<file path="src/rtl/pwm_pkg.sv">
// Shared defaults and types for the multi-channel PWM block.
// The direction enum is only referenced when PWM_CENTER_ALIGN_EN is defined.
package pwm_pkg;
  localparam int N_CH_DEF       = 4;
  localparam int WIDTH_DEF      = 10;
  localparam int PRESCALE_W_DEF = 16;

  typedef enum logic {
    DIR_UP   = 1'b0,
    DIR_DOWN = 1'b1
  } dir_t;
endpackage

</file>
<file path="src/rtl/pwm_prescaler.sv">
// Timebase prescaler: down-counter that emits one tick every prescale+1 clocks.
// The tick is decoded from the count register; the count freezes while en is low.
module pwm_prescaler #(
  parameter int PRESCALE_W = 16
) (
  input  logic                  clk,
  input  logic                  rst,
  input  logic                  en,
  input  logic [PRESCALE_W-1:0] prescale,
  output logic                  tick
);
  localparam logic [PRESCALE_W-1:0] ONE = PRESCALE_W'(1);

  logic [PRESCALE_W-1:0] pcnt;

  assign tick = en && (pcnt == '0);

  always_ff @(posedge clk) begin
    if (rst) begin
      pcnt <= prescale;
    end else if (en) begin
      pcnt <= (pcnt == '0) ? prescale : pcnt - ONE;
    end
  end
endmodule

</file>
<file path="src/rtl/pwm_multi_ch.sv">
// N-channel PWM on a shared timebase with shadowed period/duty applied at period boundaries.
// Define PWM_CENTER_ALIGN_EN for up/down (centre-aligned) counting; default is edge-aligned sawtooth.
module pwm_multi_ch
  import pwm_pkg::*;
#(
  parameter int N_CH       = N_CH_DEF,
  parameter int WIDTH      = WIDTH_DEF,
  parameter int PRESCALE_W = PRESCALE_W_DEF
) (
  input  logic                  MAX10_CLK1_50,
  input  logic                  RST,
  input  logic                  EN,
  input  logic [PRESCALE_W-1:0] PRESCALE,
  input  logic [WIDTH-1:0]      PERIOD,
  input  logic [N_CH*WIDTH-1:0] DUTY,
  input  logic                  LOAD,
  output logic [N_CH-1:0]       PWM_OUT,
  output logic                  PERIOD_END,
  output logic                  LOAD_ACK
);
  localparam logic [WIDTH-1:0] ONE = WIDTH'(1);

  logic                  tick;
  logic                  boundary;
  logic                  apply;
  logic [WIDTH-1:0]      cnt;
  logic [WIDTH-1:0]      period_act;
  logic [WIDTH-1:0]      period_shd;
  logic [N_CH*WIDTH-1:0] duty_act;
  logic [N_CH*WIDTH-1:0] duty_shd;
  logic                  pending;
  logic [N_CH-1:0]       cmp;
`ifdef PWM_CENTER_ALIGN_EN
  logic [WIDTH-1:0]      period_nxt;
  dir_t                  dir;
`endif

  pwm_prescaler #(
    .PRESCALE_W(PRESCALE_W)
  ) u_prescaler (
    .clk      (MAX10_CLK1_50),
    .rst      (RST),
    .en       (EN),
    .prescale (PRESCALE),
    .tick     (tick)
  );

  always_comb begin
    cmp = '0;
`ifdef PWM_CENTER_ALIGN_EN
    // A zero period would never reach the down-count zero, so every tick closes a period.
    boundary   = tick && (((dir == DIR_DOWN) && (cnt == '0)) || (period_act == '0));
    apply      = boundary && pending;
    period_nxt = apply ? period_shd : period_act;
`else
    boundary   = tick && (cnt == period_act);
    apply      = boundary && pending;
`endif
    for (int i = 0; i < N_CH; i++) begin
      cmp[i] = cnt < duty_act[i*WIDTH +: WIDTH];
    end
  end

  always_ff @(posedge MAX10_CLK1_50) begin
    if (RST) begin
      cnt        <= '0;
      period_act <= '0;
      duty_act   <= '0;
      period_shd <= '0;
      duty_shd   <= '0;
      pending    <= 1'b0;
      PWM_OUT    <= '0;
      PERIOD_END <= 1'b0;
      LOAD_ACK   <= 1'b0;
`ifdef PWM_CENTER_ALIGN_EN
      dir        <= DIR_UP;
`endif
    end else begin
      PERIOD_END <= boundary;
      LOAD_ACK   <= apply;
      if (EN) begin
        PWM_OUT <= cmp;
      end

      // A LOAD on the boundary tick refills the shadow and stays pending for the next boundary.
      if (LOAD) begin
        period_shd <= PERIOD;
        duty_shd   <= DUTY;
        pending    <= 1'b1;
      end else if (boundary) begin
        pending    <= 1'b0;
      end

      if (apply) begin
        period_act <= period_shd;
        duty_act   <= duty_shd;
      end

      if (tick) begin
`ifdef PWM_CENTER_ALIGN_EN
        if (boundary) begin
          if (period_nxt == '0) begin
            cnt <= '0;
            dir <= DIR_DOWN;
          end else begin
            cnt <= ONE;
            dir <= DIR_UP;
          end
        end else if ((dir == DIR_UP) && (cnt < period_act)) begin
          cnt <= cnt + ONE;
        end else begin
          cnt <= cnt - ONE;
          dir <= DIR_DOWN;
        end
`else
        cnt <= boundary ? '0 : cnt + ONE;
`endif
      end
    end
  end
endmodule

</file>
<file path="config.mk">
export PLATFORM = sky130hd
export DESIGN_NAME = pwm_multi_ch
export DESIGN_NICKNAME = d
export VERILOG_FILES = /design/src/rtl/pwm_pkg.sv /design/src/rtl/pwm_prescaler.sv /design/src/rtl/pwm_multi_ch.sv
export SDC_FILE = /design/constraint.sdc
export NUM_CORES = 1
export LEC_CHECK = 0
export CELL_PAD_IN_SITES_DETAIL_PLACEMENT = 0
export CELL_PAD_IN_SITES_GLOBAL_PLACEMENT = 1
export CORE_MARGIN = 2
export CORE_UTILIZATION = 40
export DETAILED_ROUTE_END_ITERATION = 7
export PLACE_DENSITY_LB_ADDON = 0.1
export SYNTH_ARGS = -nofsm -noshare
export SYNTH_HDL_FRONTEND = slang
export SYNTH_SLANG_ARGS = --single-unit
</file>
<file path="constraint.sdc">
create_clock -name MAX10_CLK1_50 -period 2.4 [get_ports MAX10_CLK1_50]
set_input_delay 0.48 -clock MAX10_CLK1_50 [delete_from_list [all_inputs] [get_ports MAX10_CLK1_50]]
set_output_delay 0.48 -clock MAX10_CLK1_50 [all_outputs]
set_load 0.03 [all_outputs]
</file>
==> results by group <==
Run status
  – Status: complete, no violations

Worst setup path
  – Slowest-stage cell, CP: or4_1
  – Crit. End Element: flop
  – Max incr delay on CP: slightly above 0.6 ns
  – CP Data Required Time: roughly 2.7 ns
  – Kind of critical path: flop to flop
  – Worst Setup Start Kind: flop
  – Crit-path cells: or4_1, or4_4, nor4_1, xnor2_1, nor2_1
  – Crit Path Max Fanout: 5
  – Critical path arrival: 2.52 ns

Global route
  – Vias in the first global route: around 5500
  – All-Layer GR Usage: 0.195
  – Largest net degree at the start of global routing: approximately 110
  – Antenna violations before repair: 0
  – Gr ovfl total: 0
  – First-pass GRT wire length: 27.3 mm

Synthesis
  – Syn_nets: 822
  – Number of flops mapped to enable cells by yosys: 16
  – Synth Instances: ~700
  – Netlist cell types: 40
  – Syn avg cell area: slightly above 9 sq um
  – Synthesized cell area: 6510 sq um
  – #FFs+latches synth: about 130
  – Synth area leaders: dfxtp_1, mux2i_1, ha_1
  – Top FF cell, synth: dfxtp_1
  – Synth top area share: 0.360
  – Synth async-reset ratio: 0
  – Yosys warning total: 0
  – Top cell type by total area after synthesis: dfxtp_1
  – Register area share after synthesis: 0.434

STA
  – Max Slew Vio Count: 0
  – Fin crit share: 0.929
  – Final setup margin: around 0.17 ns
  – RSZ-0062 raised after global routing: no
  – Skew final: around 0.010 ns
  – Total Neg Setup Slack: 0 ns
  – Hold Violations, Final: 0
  – Post-layout minimum cycle time: 2.23 ns
  – Setup violators final: 0
  – Worst-Margin Slew: between 0.6 and 0.7 ns
  – Worst rel slew slack: 0.568
  – Maximum clock frequency: 448 MHz

Place
  – Placed inst area: around 7600 sq um
  – Port bufs: 75
  – Placed Instances: 976
  – Post-DP HPWL: 10.9 mm
  – GP Congestion: 0.843
  – Setup slack at placement: 0.180 ns

Route
  – Avg WL per Cell: 16.1 um
  – Via/cell ratio: 5.29
  – First-pass iteration count of the detailed router: 4
  – DRT Wirelength: 16.2 mm
  – Via Count: roughly 5300
  – ANT nets after route: 0
  – DRC: 0
  – Starting DRT DRC Count: ~340

Power
  – Cell Pwr Density: roughly 650 nW/um^2
  – Switching part of the total: 0.228
  – Clock power frac: 0.468
  – Flop pwr share: 0.454
  – P_sw: 0.00121 W
  – Internal: 0.00408 W
  – Max VDD drop: 0.501 mV
  – Static leakage: around 3.1 nW
  – Comb pwr share: 0.079

CTS
  – Clock transition at path regs: 0.06 ns
  – Root buffer cell: clkbuf_16
  – CTS tree: yes
  – CTS Buf Count: 17
  – Later-pin clock latency in the skew report: between 0.4 and 0.5 ns
  – CTS HTree Levels: 4
  – CTS max path bufs: 2
  – Clock sink count: 133

Die
  – Core area: roughly 16000 sq um
  – Initial Utilization: 0.410
  – Die Span Y: about 130 um
  – Die Wd: between 100 and 150 um
  – Total Die Area: 17300 sq um
  – I/O pin cnt: 76
  – Cell Rows: 46

Finish
  – Layout Nets: 888
  – Layout Cells excl Fill: 1007
  – Fin util: 0.515
  – Area growth from synthesis to layout: 25.7%
  – Most frequent cells in the layout: dfxtp_1, nor2_1, a21oi_1
  – Fill cells: around 1500
  – Most common cell after layout, fill and taps aside: dfxtp_1
  – Diodes inserted: 0
  – Share of layout cells above drive strength 1: 0.0872
  – Cell area after layout: 8180 sq um

Min path
  – Worst Hold Class: flop to flop

Run
  – Maxcap violations: 0
[critical path, delay by kind of cell (launching register included)]
family           cells  cell delay [ns]
XOR/XNOR             1             0.17
flip-flops           1             0.43
AND/OR/NAND/NOR      4             1.51
[worst paths after layout]
check | from | to | slack, ns | cells past startpoint
worst max register to register | u_prescaler.pcnt[3] | cnt[6] | 0.17 | 5
worst max-delay path | u_prescaler.pcnt[3] | cnt[6] | 0.17 | 5
worst min-delay path | duty_act[29] | duty_act[29] | 0.47 | 2
worst min register to register | duty_act[29] | duty_act[29] | 0.47 | 2
[sequential cells by signal, summed over array words and instances, names as in the netlist]
name              cells
duty_act             40
PERIOD_END            1
LOAD_ACK              1
period_shd           10
period_act           10
pending               1
duty_shd             40
u_prescaler.pcnt     16
cnt                  10
PWM_OUT               4
[cell families (layout without fill, tap and decap cells)]
logic type | count (synthesis) | after routing | share of synthesized area
fa+ha+maj | 39 | 39 | 0.0750
mux | 56 | 56 | 0.0863
buf+inv | 103 | 181 | 0.0609
compound gates | 162 | 162 | 0.156
simple gates | 191 | 191 | 0.149
flops | 133 | 133 | 0.434
xor+xnor | 29 | 29 | 0.0390
[power by group through the flow]
stage / combinational (W) / sequential (W) / clock (W)
floorplan: 0.000235 / 0.00243 / 0
global placement: 0.000409 / 0.00244 / 0
detailed placement: 0.000417 / 0.00245 / 0
CTS: 0.000419 / 0.00240 / 0.00253
global route: 0.000461 / 0.00241 / 0.00264
finish: 0.000415 / 0.00240 / 0.00247
[synthesized netlist by cell type, drive strengths merged (15+ instances only)]
| cell | n |
|---|---|
| nand4 | 51 |
| o31ai | 51 |
| clkbuf | 43 |
| xnor2 | 15 |
| nand2 | 17 |
| mux2i | 55 |
| edfxtp | 16 |
| ha | 39 |
| a21oi | 76 |
| nor2 | 79 |
| dfxtp | 117 |
| inv | 45 |
[per-layer routing]
layer  vias to the layer above  share of wire  track usage
met1                      2526           0.46        0.251
met5                         -              0            0
met2                        87           0.49        0.330
met4                         0         0.0081       0.0537
li1                       2704              -            -
met3                        10          0.036       0.0432
[per-stage QoR]
step                      hold WS (ns)  total power [W]
final                            0.467          0.00528
after CTS                        0.471          0.00534
after detailed placement         0.463          0.00286
after global routing             0.484          0.00551
after floorplan                  0.446          0.00266
after global placement           0.459          0.00285
[final cells by class]
cell class	instances	area, sq um	area share
multi-input cells	477	3300	0.404
inverters	46	173	0.0211
well taps	216	270	0.0330
flip-flops and latches	133	2820	0.345
clock buffers	25	528	0.0645
repair buffers	104	1050	0.128
clock inverters	6	38.8	0.00474
[repair_timing]
item	in CTS	in global routing
hold buffers	0	0
setup buffers	0	0
gates resized for setup	0	1
endpoints found under the setup margin	0	9
hold endpoints to repair	0	0
No activity file was read; power rests on OpenSTA's default activity.
